File: config.mk
export PLATFORM = sky130hd
export DESIGN_NAME = axis_dual_boxcar_averager_flat
export DESIGN_NICKNAME = d
export VERILOG_FILES = /design/src/rtl/axis_dual_boxcar_averager_if.sv /design/src/rtl/axis_dual_boxcar_averager.sv /design/src/flat_wrapper.sv
export SDC_FILE = /design/constraint.sdc
export NUM_CORES = 1
export LEC_CHECK = 0
export CAP_MARGIN = 20
export CORE_MARGIN = 4
export CORE_UTILIZATION = 39
export DETAILED_ROUTE_END_ITERATION = 16
export SYNTH_ARGS = -nofsm -noshare
export SYNTH_HDL_FRONTEND = slang
export SYNTH_SLANG_ARGS = --single-unit
File: constraint.sdc
create_clock -name aclk -period 8.5 [get_ports aclk]
set_clock_uncertainty 0.1 [all_clocks]
set_input_delay 1.275 -clock aclk [delete_from_list [all_inputs] [get_ports aclk]]
set_output_delay 1.275 -clock aclk [all_outputs]
set_load 0.005 [all_outputs]
File: src/rtl/axis_dual_boxcar_averager_if.sv
// AXI-Stream style link used by the dual boxcar averager.
// The consumer modport carries no tready: the averager never stalls its
// free-running sample sources, so backpressure only exists on the result side.
interface axis_dual_boxcar_averager_if #(
    parameter int WIDTH = 16
) ();
    logic [WIDTH-1:0] tdata;
    logic             tvalid;
    logic             tready;

    // Producer side: drives data/valid and observes backpressure.
    modport master (output tdata, output tvalid, input tready);
    // Consumer side without backpressure.
    modport slave  (input tdata, input tvalid);
endinterface

File: src/rtl/axis_dual_boxcar_averager.sv
// Dual-channel boxcar averager: sums 2^s sample pairs per channel and emits
// the rounded mean of both channels as one word, with a one-deep output
// register that overwrites (and flags overrun) when downstream stalls.

// Per-channel accumulator and rounding datapath.
module axis_dual_boxcar_averager_lane #(
    parameter int DATA_WIDTH = 16,
    parameter int MAX_SHIFT  = 8
) (
    input  logic                  aclk,
    input  logic                  aresetn,
    input  logic                  clear,
    input  logic                  accept,
    input  logic                  last,
    input  logic [3:0]            s_cur,
    input  logic [DATA_WIDTH-1:0] sample,
    output logic [DATA_WIDTH-1:0] result
);
    localparam int ACC_WIDTH = DATA_WIDTH + MAX_SHIFT;

    logic signed [ACC_WIDTH-1:0] acc;
    logic signed [ACC_WIDTH-1:0] sum;
    logic        [ACC_WIDTH-1:0] rnd;
    logic signed [ACC_WIDTH-1:0] rounded;
    logic signed [ACC_WIDTH-1:0] shifted;

    // Running sum plus half-LSB rounding and arithmetic divide by 2^s.
    // rnd is 2^(s-1) for s>0 and 0 for s=0; the headroom of MAX_SHIFT bits
    // guarantees neither the sum nor the rounding term can overflow.
    always_comb begin
        sum     = acc + {{MAX_SHIFT{sample[DATA_WIDTH-1]}}, sample};
        rnd     = ({{(ACC_WIDTH-1){1'b0}}, 1'b1} << s_cur) >> 1;
        rounded = sum + rnd;
        shifted = $signed(rounded) >>> s_cur;
        result  = shifted[DATA_WIDTH-1:0];
    end

    // Accumulator: restarts after the final pair of a block or on abort.
    always_ff @(posedge aclk or negedge aresetn) begin
        if (!aresetn) begin
            acc <= '0;
        end else if (clear) begin
            acc <= '0;
        end else if (accept) begin
            acc <= last ? '0 : sum;
        end
    end
endmodule

module axis_dual_boxcar_averager #(
    parameter int DATA_WIDTH = 16,
    parameter int MAX_SHIFT  = 8
) (
    input  logic                               aclk,
    input  logic                               aresetn,
    input  logic                               enable,
    input  logic [3:0]                         shift,
    axis_dual_boxcar_averager_if.slave         S_AXIS_S0,
    axis_dual_boxcar_averager_if.slave         S_AXIS_S1,
    axis_dual_boxcar_averager_if.master        M_AXIS_AVG,
    output logic                               overrun
);
    localparam int NUM_LANES = 2;
    localparam int CNT_W     = MAX_SHIFT + 1;

    typedef enum logic {IDLE, ACCUM} state_t;

    state_t                               state, state_nxt;
    logic                                 accept, clear, last, load;
    logic [3:0]                           s_eff, s_lat, s_cur;
    logic [CNT_W-1:0]                     count, last_cnt;
    logic [NUM_LANES-1:0][DATA_WIDTH-1:0] samples, results;

    assign samples[0] = S_AXIS_S0.tdata;
    assign samples[1] = S_AXIS_S1.tdata;

    // FSM state register.
    always_ff @(posedge aclk or negedge aresetn) begin
        if (!aresetn) state <= IDLE;
        else          state <= state_nxt;
    end

    // FSM next state: enable alone moves between idle and accumulating.
    always_comb begin
        state_nxt = state;
        case (state)
            IDLE:    if (enable)  state_nxt = ACCUM;
            ACCUM:   if (!enable) state_nxt = IDLE;
            default: state_nxt = IDLE;
        endcase
    end

    // FSM outputs: a pair is taken only when both channels are valid;
    // dropping enable while accumulating throws the partial block away.
    always_comb begin
        accept = enable && S_AXIS_S0.tvalid && S_AXIS_S1.tvalid;
        clear  = (state == ACCUM) && !enable;
    end

    // Block length: the first pair of a block uses the live (clamped) shift,
    // later pairs use the value latched on that first pair.
    always_comb begin
        s_eff    = (shift > 4'(MAX_SHIFT)) ? 4'(MAX_SHIFT) : shift;
        s_cur    = (count == '0) ? s_eff : s_lat;
        last_cnt = (CNT_W'(1) << s_cur) - CNT_W'(1);
        last     = (count == last_cnt);
        load     = accept && last;
    end

    // Pair counter and shift latch.
    always_ff @(posedge aclk or negedge aresetn) begin
        if (!aresetn) begin
            count <= '0;
            s_lat <= '0;
        end else if (clear) begin
            count <= '0;
        end else if (accept) begin
            if (count == '0) s_lat <= s_eff;
            count <= last ? '0 : count + CNT_W'(1);
        end
    end

    for (genvar l = 0; l < NUM_LANES; l++) begin : g_lane
        axis_dual_boxcar_averager_lane #(
            .DATA_WIDTH (DATA_WIDTH),
            .MAX_SHIFT  (MAX_SHIFT)
        ) u_lane (
            .aclk    (aclk),
            .aresetn (aresetn),
            .clear   (clear),
            .accept  (accept),
            .last    (last),
            .s_cur   (s_cur),
            .sample  (samples[l]),
            .result  (results[l])
        );
    end

    // Output register: a fresh result always wins over the handshake, so a
    // simultaneous accept-and-load leaves tvalid high with the new word.
    always_ff @(posedge aclk or negedge aresetn) begin
        if (!aresetn) begin
            M_AXIS_AVG.tdata  <= '0;
            M_AXIS_AVG.tvalid <= 1'b0;
        end else if (load) begin
            M_AXIS_AVG.tdata  <= results;
            M_AXIS_AVG.tvalid <= 1'b1;
        end else if (M_AXIS_AVG.tvalid && M_AXIS_AVG.tready) begin
            M_AXIS_AVG.tvalid <= 1'b0;
        end
    end

    // Sticky overrun: set when an unaccepted word is replaced, cleared by
    // dropping enable (a pending word is left untouched).
    always_ff @(posedge aclk or negedge aresetn) begin
        if (!aresetn) begin
            overrun <= 1'b0;
        end else if (!enable) begin
            overrun <= 1'b0;
        end else if (load && M_AXIS_AVG.tvalid && !M_AXIS_AVG.tready) begin
            overrun <= 1'b1;
        end
    end
endmodule

File: src/flat_wrapper.sv
// flat-port wrapper written by rule: the top's interface ports become plain ports
module axis_dual_boxcar_averager_flat 
#(
    parameter int DATA_WIDTH = 16,
    parameter int MAX_SHIFT  = 8
)
  (aclk, aresetn, enable, shift, overrun, S_AXIS_S0_tdata, S_AXIS_S0_tvalid, S_AXIS_S1_tdata, S_AXIS_S1_tvalid, M_AXIS_AVG_tdata, M_AXIS_AVG_tvalid, M_AXIS_AVG_tready);
  axis_dual_boxcar_averager_if #(.WIDTH((16))) S_AXIS_S0_i ();
  axis_dual_boxcar_averager_if #(.WIDTH((16))) S_AXIS_S1_i ();
  axis_dual_boxcar_averager_if #(.WIDTH(2*(16))) M_AXIS_AVG_i ();
  input  logic aclk;
  input  logic aresetn;
  input  logic enable;
  input  logic [3:0] shift;
  output logic overrun;
  input wire logic [$bits(S_AXIS_S0_i.tdata)-1:0] S_AXIS_S0_tdata;
  input wire logic [$bits(S_AXIS_S0_i.tvalid)-1:0] S_AXIS_S0_tvalid;
  input wire logic [$bits(S_AXIS_S1_i.tdata)-1:0] S_AXIS_S1_tdata;
  input wire logic [$bits(S_AXIS_S1_i.tvalid)-1:0] S_AXIS_S1_tvalid;
  output wire logic [$bits(M_AXIS_AVG_i.tdata)-1:0] M_AXIS_AVG_tdata;
  output wire logic [$bits(M_AXIS_AVG_i.tvalid)-1:0] M_AXIS_AVG_tvalid;
  input wire logic [$bits(M_AXIS_AVG_i.tready)-1:0] M_AXIS_AVG_tready;
  assign S_AXIS_S0_i.tdata = S_AXIS_S0_tdata;
  assign S_AXIS_S0_i.tvalid = S_AXIS_S0_tvalid;
  assign S_AXIS_S1_i.tdata = S_AXIS_S1_tdata;
  assign S_AXIS_S1_i.tvalid = S_AXIS_S1_tvalid;
  assign M_AXIS_AVG_tdata = M_AXIS_AVG_i.tdata;
  assign M_AXIS_AVG_tvalid = M_AXIS_AVG_i.tvalid;
  assign M_AXIS_AVG_i.tready = M_AXIS_AVG_tready;
  axis_dual_boxcar_averager #(.DATA_WIDTH(DATA_WIDTH), .MAX_SHIFT(MAX_SHIFT)) u_core (.aclk(aclk), .aresetn(aresetn), .enable(enable), .shift(shift), .S_AXIS_S0(S_AXIS_S0_i), .S_AXIS_S1(S_AXIS_S1_i), .M_AXIS_AVG(M_AXIS_AVG_i), .overrun(overrun));
endmodule
==> key figures <==
Timing
  – RSZ-0062 raised after global routing: false
  – Period minus WS final: 7.00 ns
  – Final Hold Viols: 0
  – Slew headroom: 21.7%
  – Hold slack: 0.384 ns
  – Final WS setup: 1.50 ns
  – Fin crit share: 82.3%
  – Final Max Tran Viols: 0
  – Final setup violation count: 0
  – Setup TNS: 0 ns
  – Max Freq: 143 MHz
  – Worst-margin pin slew: 1.17 ns

Pwr
  – Pwr dens: 251 mW/mm^2
  – Leakage: 0.00526 uW
  – Pwr Total: 3100 uW
  – Peak supply drop: 0.0000988 V

Place
  – Hpwl dp: 28300 um
  – Port bufs: 75
  – GP Congestion: 0.937
  – DP Worst Slack: 1.29 ns

Setup path
  – WP data arrival: 7.20 ns
  – WP data required: 8.70 ns
  – Crit path buffers/inverters: 1
  – Crit-path max FO: 29
  – Worst-path cell chain: clkdlybuf4s50_1, nor2b_1, mux2_2, nand2_1, nor2_1, ha_1, o21ai_0, o21ai_1, o32ai_1, a211oi_1, o311a_1, nand2b_1, o21ai_0, a21oi_1, a2111oi_1, nor2_1, a211oi_1, o32a_1
  – CP endpoint kind: flip-flop
  – Crit path largest cell delay: 0.61 ns
  – CP max-delay cell: a2111oi_1
  – CP Launch Type: input port
  – Critical path's top delay family: compound AO/OA/AOI/OAI gates
  – Setup CP Type: input port to flip-flop

GRT
  – Largest net degree at the start of global routing: 58
  – GR Overflow Total: 0
  – First-pass GRT wire length: 60000 um
  – GR Util All Layers: 23.8%
  – Vias in the first global route: 11000
  – Antenna violations before repair: 0

Detailed routing
  – Residual DRC: 0
  – Vias/cell: 6.16
  – WL/cell: 20.2 um
  – Routed Antenna Nets: 0
  – Routed Wire Length: 36800 um
  – Drt first pass iters: 5
  – Vias: 11200
  – DR iter-0 viols: 910

Synth
  – FF+latch count, synth: 96
  – Yosys warnings: 0
  – Gate Count Post-Synth: 1413
  – Register area share after synthesis: 21.8%
  – Number of enable flip-flop cells after synthesis: 0
  – Ys async rst share: 100%
  – Mapped Avg Cell Area: 7.79 sq um
  – Synthesized cell area: 0.0110 sq mm
  – Ys flop type: dfrtp_1
  – Post-Syn Nets: 1534
  – Count of cell types in the netlist: 99

Finish
  – FILL cells: 2812
  – Most common cell after layout, fill and taps aside: nand2_1
  – Share of layout cells above drive strength 1: 6.98%
  – Nets: 1562
  – Commonest cells after routing, fill and taps aside: nand2_1 (166), o21ai_0 (112), a21oi_1 (108)
  – ANT cells: 0
  – Area delta synth->final: 12.6%

Floorplanning
  – Cell Rows: 61
  – IO Pins: 76
  – Die Ht: 176 um
  – Initial Utilization: 39.6%
  – Die W: 176 um
  – Core area: 0.0278 sq mm
  – Die Area: 0.0310 sq mm

Clock network
  – Post-CTS Setup Bufs: 0
  – Post-CTS resize count: 0
  – CTS tree: yes
  – CTS Root Buffer Type: clkbuf_16
  – Cts bufs inserted: 9
  – Clock latency at the later pin of the worst-skew pair: 0.37 ns
  – Post-CTS Hold Buffers: 0
  – CTS clk-pin slew, worst paths: 0.08 ns
  – Sink Count: 96
  – H-tree levels: 3
  – Clk buf depth: 2

Hold path
  – Min-delay worst type: flip-flop to flip-flop

Run
  – Max-cap violation count: 0

Outcome
  – Status: finished clean
cells in the mapped netlist, drive strengths merged (16+ instances only):
library cell	count	area, sq um
o21a	16	120
buf	18	85.1
and3	21	131
nor3	28	145
xor2	27	236
dfrtp	96	2400
inv	30	113
a211oi	38	300
a22o	36	315
nand2b	16	100
nand3	30	160
o211ai	29	218
ha	75	938
o21ai	118	591
nor2	110	432
xnor2	55	482
clkbuf	60	225
a31oi	20	125
a21oi	109	549
a21o	44	330
nand2	166	623
worst reg2reg max path, delay by kind of cell, from the launching register on:
kind | cells | cell delay, ns
muxes | 1 | 0.59
DFF | 1 | 0.44
buffers and inverters | 1 | 0.10
and+or+nand+nor | 6 | 1.89
adders and majority gates | 2 | 0.48
AOI/OAI and AO/OA | 10 | 3.04
stage by stage:
stage	util (%)	cells	area (sq um)
after detailed placement	43.5	1808	12100
after floorplan	-	1413	11000
final	44.6	1824	12400
after global placement	43.5	1807	12100
after global routing	44.6	1824	12400
after CTS	44.6	1824	12400
final timing paths:
path,startpoint,end,slack [ns],cells past startpoint
max in group asynchronous,aresetn,u_core.M_AXIS_AVG.tdata[9],6.31,2
worst min-delay path,u_core.g_lane[1].u_lane.acc[10],u_core.g_lane[1].u_lane.acc[10],0.38,2
worst max-delay path,shift[3],u_core.M_AXIS_AVG.tdata[13],1.50,18
worst max register to register,u_core.count[0],u_core.M_AXIS_AVG.tdata[13],1.76,20
min in group asynchronous,aresetn,u_core.g_lane[1].u_lane.acc[16],0.83,1
worst min register to register,u_core.g_lane[1].u_lane.acc[10],u_core.g_lane[1].u_lane.acc[10],0.38,2
final cells by class:
type                    instances  area [sq um]  area share [%]
multi-input cells            1209          8200            66.2
flip-flops and latches         96          2400            19.4
repair buffers                 95           896            7.23
well taps                     378           473            3.82
clock buffers                  11           253            2.04
inverters                      30           113           0.909
clock inverters                 5          45.0           0.364
kinds of logic (layout without fill, tap and decap cells):
group | after synthesis | in the layout | share of synthesized area (%)
xor gates and xnor gates | 82 | 82 | 6.53
and+or+nand+nor | 459 | 459 | 20.3
muxes | 23 | 23 | 2.23
DFF | 96 | 96 | 21.8
adders and majority gates | 79 | 79 | 9.26
buffers and inverters | 108 | 141 | 3.84
AOI/OAI and AO/OA | 566 | 566 | 36.0
where the power goes:
| group | leakage [uW] | total, uW | internal, uW | switching (uW) |
|---|---|---|---|---|
| registers | 0.00129 | 566 | 518 | 48.2 |
| clock network | 0.000145 | 435 | 221 | 214 |
| logic | 0.00382 | 2100 | 773 | 1330 |
sequential cells by signal (all words and copies together), names as in the netlist:
signal	count
u_core.g_lane.u_lane.acc	48
u_core.state	1
u_core.s_lat	4
u_core.M_AXIS_AVG.tvalid	1
u_core.overrun	1
u_core.M_AXIS_AVG.tdata	32
u_core.count	9
per-layer routing:
layer / global-route usage, % / vias to the layer above / routed length (um)
met2: 41.0 / 373 / 17800
met3: 2.59 / 55 / 2000
met4: 6.27 / 0 / 831
met5: 0 / - / 0
met1: 31.9 / 5380 / 16200
li1: - / 5436 / -
Power figures use the tool's default switching activity.
